$ cat src/rtl/lane_hazard_if.sv
// Frog position in, hazard controls and lane positions out, between the
// lane_hazard engine (slave) and the player/sprite logic (master).
interface lane_hazard_if;
   logic [9:0]  BallX;
   logic [9:0]  BallY;
   logic        collision;
   logic        in_water;
   logic        success;
   logic [2:0]  shift;
   logic [79:0] lane_x;
   logic [2:0]  level;

   modport master (
      output BallX, BallY,
      input  collision, in_water, success, shift, lane_x, level
   );

   modport slave (
      input  BallX, BallY,
      output collision, in_water, success, shift, lane_x, level
   );
endinterface

$ cat src/rtl/lane_hazard.sv
// Frogger obstacle-lane engine: four river logs, four road cars, frog hit tests.
// Optional macro LANE_SPEEDUP_EN: each success raises the level and shortens lane periods.
module lane_hazard #(
   parameter int HOLD_FRAMES = 2,
   parameter int BASE_PERIOD = 2,
   parameter int LOG_W       = 96,
   parameter int CAR_W       = 32
) (
   input logic          frame_clk,
   input logic          Reset,
   lane_hazard_if.slave bus
);
   typedef enum logic [0:0] {PLAY = 1'b0, HOLD = 1'b1} state_t;

   state_t      state_q, state_d;
   logic [2:0]  hold_cnt_q, hold_cnt_d;
   logic [9:0]  x_q [8];
   logic [9:0]  x_d [8];
   logic [4:0]  cnt_q [8];
   logic [4:0]  cnt_d [8];
   logic        collision_q, collision_d;
   logic        in_water_q, in_water_d;
   logic        success_q, success_d;
   logic [2:0]  shift_q, shift_d;
   logic [2:0]  level_s;
   logic [5:0]  p_full_s, per_s;
   logic [10:0] dx_s, wid_s;
   logic [7:0]  step_s, ovl_s, in_lane_s;
   logic        x_valid_s, succ_s, coll_s, water_s, event_s;
   logic [2:0]  ride_shift_s;

`ifdef LANE_SPEEDUP_EN
   logic [2:0] level_q, level_d;

   // A success pulse raises the level, saturating at 7
   always_comb begin
      if (state_q == PLAY && succ_s && level_q != 3'd7) begin
         level_d = level_q + 3'd1;
      end else begin
         level_d = level_q;
      end
   end

   // Level register, cleared only by Reset
   always_ff @(posedge frame_clk) begin
      if (Reset) begin
         level_q <= 3'd0;
      end else begin
         level_q <= level_d;
      end
   end

   assign level_s = level_q;
`else
   assign level_s = 3'd0;
`endif

   // Lane step counters and wrapping motion; period floors at one frame
   always_comb begin
      p_full_s = 6'd0;
      per_s    = 6'd1;
      step_s   = 8'd0;
      for (int i = 0; i < 8; i++) begin
         p_full_s = 6'(BASE_PERIOD) + 6'(i & 3);
         if (p_full_s > {3'd0, level_s}) begin
            per_s = p_full_s - {3'd0, level_s};
         end else begin
            per_s = 6'd1;
         end
         step_s[i] = ({1'b0, cnt_q[i]} >= (per_s - 6'd1));
         if (step_s[i]) begin
            cnt_d[i] = 5'd0;
            if ((i % 2) == 0) begin
               x_d[i] = (x_q[i] == 10'd0) ? 10'd639 : x_q[i] - 10'd1;
            end else begin
               x_d[i] = (x_q[i] == 10'd639) ? 10'd0 : x_q[i] + 10'd1;
            end
         end else begin
            cnt_d[i] = cnt_q[i] + 5'd1;
            x_d[i]   = x_q[i];
         end
      end
   end

   // Row decode and wrap-around overlap against the pre-step positions
   always_comb begin
      x_valid_s = (bus.BallX < 10'd640);
      dx_s      = 11'd0;
      wid_s     = 11'd0;
      in_lane_s = 8'd0;
      ovl_s     = 8'd0;
      for (int i = 0; i < 8; i++) begin
         if (i < 4) begin
            in_lane_s[i] = (bus.BallY >= 10'(162 + 20 * i)) && (bus.BallY < 10'(182 + 20 * i));
            wid_s        = 11'(LOG_W);
         end else begin
            in_lane_s[i] = (bus.BallY >= 10'(262 + 20 * (i - 4))) && (bus.BallY < 10'(282 + 20 * (i - 4)));
            wid_s        = 11'(CAR_W);
         end
         if (bus.BallX >= x_q[i]) begin
            dx_s = {1'b0, bus.BallX} - {1'b0, x_q[i]};
         end else begin
            dx_s = {1'b0, bus.BallX} + 11'd640 - {1'b0, x_q[i]};
         end
         ovl_s[i] = x_valid_s && (dx_s < wid_s);
      end
   end

   assign succ_s  = x_valid_s && (bus.BallY < 10'd162);
   assign coll_s  = |(in_lane_s[7:4] & ovl_s[7:4]);
   assign water_s = x_valid_s && (|(in_lane_s[3:0] & ~ovl_s[3:0]));
   assign event_s = succ_s | coll_s | water_s;

   // Carry command from the river log the frog rides, on that log's step edge
   always_comb begin
      ride_shift_s = 3'b000;
      for (int i = 0; i < 4; i++) begin
         if (in_lane_s[i] && ovl_s[i] && step_s[i]) begin
            ride_shift_s = ((i % 2) == 0) ? 3'b001 : 3'b010;
         end else begin
            ride_shift_s = ride_shift_s;
         end
      end
   end

   // PLAY/HOLD next state and event outputs; HOLD blanks events and shift
   always_comb begin
      state_d     = state_q;
      hold_cnt_d  = hold_cnt_q;
      collision_d = 1'b0;
      in_water_d  = 1'b0;
      success_d   = 1'b0;
      shift_d     = 3'b000;
      case (state_q)
         PLAY: begin
            if (event_s) begin
               state_d     = HOLD;
               hold_cnt_d  = 3'(HOLD_FRAMES - 1);
               success_d   = succ_s;
               collision_d = coll_s & ~succ_s;
               in_water_d  = water_s & ~succ_s & ~coll_s;
            end else begin
               shift_d = ride_shift_s;
            end
         end
         HOLD: begin
            if (hold_cnt_q == 3'd0) begin
               state_d = PLAY;
            end else begin
               hold_cnt_d = hold_cnt_q - 3'd1;
            end
         end
         default: begin
            state_d = PLAY;
         end
      endcase
   end

   // State, lane and output registers
   always_ff @(posedge frame_clk) begin
      if (Reset) begin
         state_q     <= PLAY;
         hold_cnt_q  <= 3'd0;
         collision_q <= 1'b0;
         in_water_q  <= 1'b0;
         success_q   <= 1'b0;
         shift_q     <= 3'b000;
         for (int i = 0; i < 8; i++) begin
            x_q[i]   <= 10'(80 * i);
            cnt_q[i] <= 5'd0;
         end
      end else begin
         state_q     <= state_d;
         hold_cnt_q  <= hold_cnt_d;
         collision_q <= collision_d;
         in_water_q  <= in_water_d;
         success_q   <= success_d;
         shift_q     <= shift_d;
         for (int i = 0; i < 8; i++) begin
            x_q[i]   <= x_d[i];
            cnt_q[i] <= cnt_d[i];
         end
      end
   end

   assign bus.collision = collision_q;
   assign bus.in_water  = in_water_q;
   assign bus.success   = success_q;
   assign bus.shift     = shift_q;
   assign bus.level     = level_s;
   assign bus.lane_x    = {x_q[7], x_q[6], x_q[5], x_q[4], x_q[3], x_q[2], x_q[1], x_q[0]};
endmodule

$ cat src/flat_wrapper.sv
// flat-port wrapper written by rule: the top's interface ports become plain ports
module lane_hazard_flat 
#(
   parameter int HOLD_FRAMES = 2,
   parameter int BASE_PERIOD = 2,
   parameter int LOG_W       = 96,
   parameter int CAR_W       = 32
)
  (frame_clk, Reset, bus_BallX, bus_BallY, bus_collision, bus_in_water, bus_success, bus_shift, bus_lane_x, bus_level);
  lane_hazard_if bus_i ();
  input logic frame_clk;
  input logic Reset;
  input wire logic [$bits(bus_i.BallX)-1:0] bus_BallX;
  input wire logic [$bits(bus_i.BallY)-1:0] bus_BallY;
  output wire logic [$bits(bus_i.collision)-1:0] bus_collision;
  output wire logic [$bits(bus_i.in_water)-1:0] bus_in_water;
  output wire logic [$bits(bus_i.success)-1:0] bus_success;
  output wire logic [$bits(bus_i.shift)-1:0] bus_shift;
  output wire logic [$bits(bus_i.lane_x)-1:0] bus_lane_x;
  output wire logic [$bits(bus_i.level)-1:0] bus_level;
  assign bus_i.BallX = bus_BallX;
  assign bus_i.BallY = bus_BallY;
  assign bus_collision = bus_i.collision;
  assign bus_in_water = bus_i.in_water;
  assign bus_success = bus_i.success;
  assign bus_shift = bus_i.shift;
  assign bus_lane_x = bus_i.lane_x;
  assign bus_level = bus_i.level;
  lane_hazard #(.HOLD_FRAMES(HOLD_FRAMES), .BASE_PERIOD(BASE_PERIOD), .LOG_W(LOG_W), .CAR_W(CAR_W)) u_core (.frame_clk(frame_clk), .Reset(Reset), .bus(bus_i));
endmodule
$ cat config.mk
export PLATFORM = sky130hd
export DESIGN_NAME = lane_hazard_flat
export DESIGN_NICKNAME = d
export VERILOG_FILES = /design/src/rtl/lane_hazard_if.sv /design/src/rtl/lane_hazard.sv /design/src/flat_wrapper.sv
export SDC_FILE = /design/constraint.sdc
export NUM_CORES = 1
export LEC_CHECK = 0
export CAP_MARGIN = 20
export CORE_MARGIN = 10
export CORE_UTILIZATION = 58
export DETAILED_ROUTE_END_ITERATION = 7
export GPL_ROUTABILITY_DRIVEN = 1
export PLACE_DENSITY = 0.82
export SYNTH_ARGS = -nofsm -noshare
export SYNTH_HDL_FRONTEND = slang
export SYNTH_SLANG_ARGS = --single-unit
$ cat constraint.sdc
create_clock -name frame_clk -period 4.05 [get_ports frame_clk]
set_input_delay 0.81 -clock frame_clk [delete_from_list [all_inputs] [get_ports frame_clk]]
set_output_delay 0.81 -clock frame_clk [all_outputs]
set_load 0.005 [all_outputs]
# Yosys cells after proc, flatten, opt, wreduce, memory -nomap -nowiden
# Memory sizes are Yosys's and may differ from the RTL's.
# Index checks and enable logic that the tools add are counted.
[word_totals]
register_bits = 10
ram_bits = 120
input_bits = 22
out_inout_bits = 89
wordCells = 219
memories = 2
[memory_table]
columns = ["name", "words", "word_bits", "read_ports", "rd_ports_with_merged_regs", "write_ports", "line", "text"]
rows = [
  ["u_core.x_q", 8, 10, 8, 0, 8, "lane_hazard.sv:17", "logic [9:0] x_q [8];"],
  ["u_core.cnt_q", 8, 5, 8, 0, 8, "lane_hazard.sv:19", "logic [4:0] cnt_q [8];"],
]
[op_classes]
addsub = 34
magnitude_cmp = 42
eq_ne = 6
mux = 61
n_bitwise = 28
reduce_logical = 38
[ops]
columns = ["op", "count"]
rows = [
  ["$mux 10", 24],
  ["$mux 11", 8],
  ["$sub 10x10->11", 8],
  ["$sub 11x10->11", 8],
  ["$ge 10x10->1", 8],
  ["$mux 5", 16],
  ["$lt 10x8->1 const B", 5],
  ["$lt 11x6->1 const B", 4],
  ["$lt 11x7->1 const B", 4],
  ["$add 10x1->10 const B", 4],
  ["$add 5x1->5 const B", 8],
  ["$eq 10x10->1 const B", 4],
  ["$ge 10x8->1 const B", 4],
  ["$ge 10x9->1 const B", 4],
  ["$logic_not 10->1", 4],
  ["$lt 10x9->1 const B", 4],
  ["$sub 10x1->10 const B", 4],
  ["$logic_and 1x1->1", 26],
  ["$ge 5x2->1 const B", 4],
  ["$or 1x1->1", 18],
  ["$reduce_or 4->1", 3],
  ["$add 10x10->11 const B", 1],
  ["$ge 5x1->1 const B", 2],
  ["$ge 5x3->1 const B", 2],
  ["17 further kinds", 32],
]

# Depth between registers and ports, before layout
# Gate-level depths: netlist of run 1.
[logic_depth]
word_depth = 12
mapped_depth = 12
depth_no_buf = 12

# Least setup slack after synthesis of run 1
# Ideal clock, no wire load.
[synth_path]
path_type = "input to register"
start = "input port bus_BallX[7]"
end = "register u_core.state_q"
setup_ns = 0.117
t_arrival_ns = 3.491
t_required_ns = 3.933
slack_ns = 0.442
path_stages = 11
n_path_buf = 0
cell_sequence = "ha_1 -> xnor2_1 -> ha_1 -> nand2b_1 -> a21oi_1 -> or4_1 -> o32a_1 -> o41ai_1 -> a21oi_1 -> nand4bb_1 -> and3b_2"
[synth_between]
elab_chain_cells = 12
word_cells_on_any_way = 61
classes_between = "add/sub: 17; order compare: 17; mux: 10; bitwise: 5; reduce/logical: 12"
[synth_lines]
columns = ["item", "line", "text"]
rows = [
  ["start, declared", "flat_wrapper.sv:13", "input wire logic [$bits(bus_i.BallX)-1:0] bus_BallX;"],
  ["$add 10x10->11", "lane_hazard.sv:103", "dx_s = {1'b0, bus.BallX} + 11'd640 - {1'b0, x_q[i]};"],
  ["$sub 11x10->11", "lane_hazard.sv:103", ""],
  ["$mux 11", "lane_hazard.sv:100", "if (bus.BallX >= x_q[i]) begin"],
  ["$lt 11x7->1", "lane_hazard.sv:105", "ovl_s[i] = x_valid_s && (dx_s < wid_s);"],
  ["$logic_and 1x1->1", "lane_hazard.sv:105", ""],
  ["$not 4->4", "lane_hazard.sv:111", "assign water_s = x_valid_s && (|(in_lane_s[3:0] & ~ovl_s[3:0]));"],
  ["$and 4x4->4", "lane_hazard.sv:111", ""],
  ["$reduce_or 4->1", "lane_hazard.sv:111", ""],
  ["$logic_and 1x1->1", "lane_hazard.sv:111", ""],
  ["$or 1x1->1 *", "lane_hazard.sv:112", "assign event_s = succ_s | coll_s | water_s;"],
  ["$mux 1 *", "lane_hazard.sv:136", "if (event_s) begin"],
  ["$pmux 1 s2 *", "lane_hazard.sv:134", "case (state_q)"],
  ["end signal, assigned", "lane_hazard.sv:173", "state_q <= state_d;"],
  ["end, declared", "lane_hazard.sv:15", "state_t state_q, state_d;"],
]
# Every way passes the cells marked *; elsewhere a longest branch is shown, timed or not.
# A chain may end at the register's enable or synchronous reset.

# Worst setup path after layout of run 1
# Ends and elaborated chain as after synthesis.

==> out/results.ini, run 1 <==
[routing]
vias = 10734
antenna_left = 0
viasPerCell = 6.04
routedWlPerCell_um = 17.4
drcViolationCount = 0
wirelength_um = 30900
firstDrtPassIters = 7
drtIter0Drc = 831

[worst_setup_path]
critPathLaunchType = input pin
r2r-end = u_core.state_q
cp_max_fo = 4
worstPathRequired_ps = 4370
reg2reg_setup_slack_ps = 860
crit_arrival_ps = 4180
worst-r2r-cell-count = 13
cp-end-kind = register
reg2reg_from = u_core.x_q[0][31]
criticalPathCategory = input pin to register

[logic_synthesis]
synthFlopType = dfxtp_1
ys_top_cells_by_count = 129 x dfxtp_1, 129 x ha_1, 107 x nor2_1, 105 x inv_1, 97 x a21oi_1
synthesis.area_um2 = 10400
synthCells = 1308
synth_edf_count = 0
ys_warn_count = 0
ys_types = 93
synth_top_cell_by_area = dfxtp_1
synthesis.area_per_instance_um2 = 7.95
synth_seq_cells = 129
synth.yosys.seq_area_share = 0.248
synthArstFlopShare = 0
yosysTopAreaCellShare = 0.248
yosys-top-cells-area = dfxtp_1 25%, ha_1 16%, xnor2_1 5.6%

[floorplanning]
rows = 48
core_um2 = 17400
die_h_um = 154
num_io_pins = 111
die_x_um = 154
die_area_um2 = 23700
start_util = 0.597

[clock_tree]
cts.reportedPaths.clkPinSlew_ps = 60
cts_setup_buffers = 0
cts_tree = done
clk_path_buf_depth = 2
cts.htree.levels = 4
root_buffer = clkbuf_16
numCtsBuffers = 17
ctsHoldBuffers = 0
insertion_delay_ps = 440
clock_sinks = 129

[placement]
io_buffers = 105
pre_cts_ws_ps = -228
dp_hpwl_um = 22600
routabilityCongestion = 0.961

[finish]
fillCellCount = 1268
syn2layout_area_growth_pct = 27.7
drive_gt1_frac = 0.123
nets = 1691

[job]
max_cap_violations = 0

[sta]
max_freq_ghz = 0.259
finalMaxSlewViolations = 0
relSlewSlack = 0.298
fin_crit_sh = 0.953
fin_ws_ps = 189
holdWs_ps = 456
setup_viol = 0
worstMarginPinSlew_ps = 1050
fin_worst_skew_ps = 12.9
rsz0062_at_grt = no
hold_violations = 0
fin_crit_ps = 3860

[grt]
grt.total_usage = 0.251
antenna_found_initial = 3
grt_pass1_vias = 10117
grt_max_degree = 102
grt_overflow = 0
grt_first_pass_wirelength_um = 50000

[power_and_ir_drop]
p_leak_uw = 0.00568
power_density_nw_per_um2 = 373
finalPower_uw = 4960
ir_worst_vdd_uv = 434

[outcome]
status = finished clean

[hold_path]
min_path_type = register to register
worstHoldEndpoint = u_core.cnt_q[0][35]
min-delay-start = u_core.cnt_q[0][35]
hold_depth = 1

## what timing repair did
action / CTS / global route
endpoints found under the setup margin: 0 / 4
hold endpoints to repair: 0 / 0
resized for setup: 0 / 6
## layer usage
metal | global-route usage | wire length [µm] | up-vias
met2 | 0.421 | 14400 | 465
met3 | 0.0622 | 2780 | 64
li1 | - | - | 5256
met1 | 0.311 | 13000 | 4949
met5 | 0 | 0 | -
met4 | 0.0729 | 651 | 0
## power by group
part	internal [µW]	total (µW)	leakage (µW)	switching, µW
registers	1380	1490	0.00106	115
logic	870	1830	0.00434	959
clock network	1030	1640	0.000288	613
total	3270	4960	0.00568	1690
## stage by stage
stage / utilization / cells / setup TNS [ps] / cell area, µm²
after floorplan: - / 1329 / 0 / 10500
after global placement: 0.724 / 1746 / -886 / 12600
after detailed placement: 0.724 / 1746 / -838 / 12600
after CTS: 0.760 / 1777 / 0 / 13200
after global routing: 0.762 / 1778 / 0 / 13300
final: 0.762 / 1778 / 0 / 13300
## state kept, by name, summed over array words and instances, names as in the netlist
name / flops
u_core.x_q: 80
u_core.cnt_q: 40
u_core.hold_cnt_q: 3
u_core.bus.shift: 2
u_core.bus.collision: 1
u_core.bus.in_water: 1
u_core.bus.success: 1
u_core.state_q: 1
## cell usage in the layout, fill, tap and decap left out, drive strengths merged, types with 37 or more instances in the layout
| master | instances |
|---|---|
| nand2 | 96 |
| o21ai | 42 |
| dfxtp | 129 |
| nand3 | 37 |
| nor2 | 107 |
| nor3 | 71 |
| ha | 129 |
| buf | 121 |
| clkdlybuf4s50 | 104 |
| xnor2 | 67 |
| a21oi | 98 |
| inv | 106 |
## worst max path at each step
stage / from / endpoint / slack [ps]
floorplan: bus_BallX[7] / u_core.state_q / 440
global placement: bus_BallX[7] / u_core.state_q / -240
detailed placement: bus_BallX[7] / u_core.state_q / -230
CTS: bus_BallX[7] / u_core.state_q / 70
global route: bus_BallX[7] / u_core.hold_cnt_q[2] / 30
finish: bus_BallX[7] / u_core.state_q / 190
## worst max-delay path, stage by stage
cell and delay (ps):
clkdlybuf4s50_1 510, ha_1 470, buf_4 210, ha_1 200, xor2_1 170, o21ai_0 150, o311ai_0 170, o31a_1 280
o41ai_1 370, buf_4 180, o221ai_1 150, nand4bb_4 290, and3b_2 210
## layout make-up
cell class / instances / area [µm²] / area share
repair buffers: 225 / 2040 / 0.153
diodes: 1 / 2.50 / 0.000188
inverters: 105 / 394 / 0.0297
clock inverters: 13 / 186 / 0.0140
clock buffers: 18 / 429 / 0.0323
well taps: 225 / 282 / 0.0212
multi-input cells: 1062 / 7370 / 0.555
flip-flops and latches: 129 / 2580 / 0.194
## logic make-up (layout without fill, tap and decap cells)
group,after synthesis,in the layout,share of synthesized area
compound gates,325,325,0.213
xor+xnor,74,74,0.0623
fa+ha+maj,129,129,0.155
buf+inv,138,361,0.0552
flops,129,129,0.248
mux,10,10,0.00987
other cells,1,23,0.000361
simple gates,502,502,0.256
No activity file was read; power rests on OpenSTA's default activity.
==> run 2: changes to the inputs <==
CORE_MARGIN = default   (was 10)
==> out/results.ini, run 2 (synthesis gave the netlist of run 1 again) <==
[outcome]
status = finished clean

[clock_tree]
cts.htree.levels = 4
clk_path_buf_depth = 2
numCtsBuffers = 17
clock_sinks = 129
cts.reportedPaths.clkPinSlew_ps = 60
root_buffer = clkbuf_16
cts_tree = done
insertion_delay_ps = 440

[routing]
drtIter0Drc = 790
antenna_left = 0
wirelength_um = 29600
drcViolationCount = 0
vias = 10652
firstDrtPassIters = 5
routedWlPerCell_um = 16.7
viasPerCell = 6.01

[sta]
rsz0062_at_grt = no
fin_crit_ps = 3880
fin_ws_ps = 175
fin_crit_sh = 0.957
max_freq_ghz = 0.258
hold_violations = 0
relSlewSlack = 0.298
worstMarginPinSlew_ps = 1050
fin_worst_skew_ps = 6.98
finalMaxSlewViolations = 0
setup_viol = 0

[finish]
top_register = u_core.x_q
nets = 1684
largest_reg_flops = 80
layout_common_cells = 129 x ha_1, 129 x dfxtp_1, 109 x buf_4
syn2layout_area_growth_pct = 26.6
drive_gt1_frac = 0.118
utilization = 0.756
reg_top3 = u_core.x_q x80, u_core.cnt_q x40, u_core.hold_cnt_q x3
antenna_cells = 0

[power_and_ir_drop]
ir_worst_vdd_uv = 400
power_density_nw_per_um2 = 370
finalPower_uw = 4880
p_leak_uw = 0.00564

[worst_setup_path]
critPathLaunchType = input pin
reg2reg_from = u_core.x_q[0][3]
reg2reg_setup_slack_ps = 830
criticalPathCategory = input pin to register
worstPathRequired_ps = 4380
worst-r2r-cell-count = 12
crit_arrival_ps = 4210
cp_slowest_cell = clkdlybuf4s50_1
max_stage_delay_ps = 510
cp-end-kind = register
cp_max_fo = 6
r2r-end = u_core.state_q
crit_chain = clkdlybuf4s50_1, ha_1, xnor2_1, buf_4, ha_1, xor2_1, o21ai_0, o311ai_0, o31a_1, o41ai_1, buf_4, o221ai_1, nand4bb_4, and3b_2

[grt]
grt_max_degree = 102
grt.total_usage = 0.325
antenna_found_initial = 0
grt_pass1_vias = 10010
grt_first_pass_wirelength_um = 47500
grt_overflow = 0

[placement]
pre_cts_ws_ps = -244
routabilityCongestion = 0.939
dp_hpwl_um = 21800
io_buffers = 105

[floorplanning]
die_area_um2 = 18500
core_um2 = 17400
rows = 48
start_util = 0.597
die_x_um = 136
die_h_um = 136
num_io_pins = 111

[hold_path]
min-delay-start = u_core.cnt_q[0][35]
hold_depth = 1
min_path_type = register to register
worstHoldEndpoint = u_core.cnt_q[0][35]

[job]
max_cap_violations = 0

-- run 2: cell count changes in the layout (fill, tap and decap cells not counted), moves of 2 or more --
cell,change
inv_6,+3
clkinvlp_4,-2
buf_4,-5
bufinv_16,-2
clkinv_4,+2
clkbuf_8,+2
buf_12,-2
-- run 2: cell type report --
cell class	instances	area [µm²]
clock buffers	19	453
inverters	105	394
flip-flops and latches	129	2580
multi-input cells	1062	7350
clock inverters	13	150
fillers	1343	4250
repair buffers	218	1960
well taps	225	282
-- run 2: power breakdown --
| group | switching [µW] | internal (µW) | leakage, µW |
|---|---|---|---|
| Sequential | 115 | 1380 | 0.00106 |
| Combinational | 949 | 850 | 0.00429 |
| Clock | 638 | 948 | 0.000291 |
-- run 2: through the flow --
| stage | hold WS, ps | std cells | instance area (µm²) | setup TNS [ps] |
|---|---|---|---|---|
| 2_1_floorplan | 427 | 1329 | 10500 | 0 |
| 3_3_place_gp | 440 | 1739 | 12500 | -885 |
| 3_5_place_dp | 447 | 1739 | 12500 | -933 |
| 4_1_cts | 456 | 1771 | 13100 | 0 |
| 5_1_grt | 483 | 1771 | 13200 | 0 |
| 6_report | 455 | 1771 | 13200 | 0 |
-- run 2: worst max-delay path by stage --
stage	from	to	slack, ps
2_1_floorplan	bus_BallX[7]	u_core.state_q	440
3_3_place_gp	bus_BallX[7]	u_core.state_q	-220
3_5_place_dp	bus_BallX[7]	u_core.state_q	-240
4_1_cts	bus_BallX[7]	u_core.state_q	140
5_1_grt	bus_BallX[7]	u_core.state_q	20
6_report	bus_BallX[7]	u_core.state_q	170
-- run 2: layer usage --
layer	vias up	part of all wire	global-route usage
met5	-	0	0
met4	0	0.031	0.123
met3	82	0.072	0.0723
met2	408	0.47	0.553
met1	4930	0.43	0.397
li1	5232	-	-
-- run 2: repair_timing --
| item | CTS | global route |
|---|---|---|
| endpoints found under the setup margin | 0 | 3 |
| setup buffers | 0 | 0 |
| hold buffers | 0 | 0 |
| gates resized for setup | 0 | 3 |
-- run 2: critical path, delay by kind of cell --
family	cells	cell delay, ps
AO/OA/AOI/OAI	5	1180
XOR/XNOR	2	270
adder cells (fa/ha/maj)	2	570
buffers and inverters	3	870
AND/OR/NAND/NOR	2	510
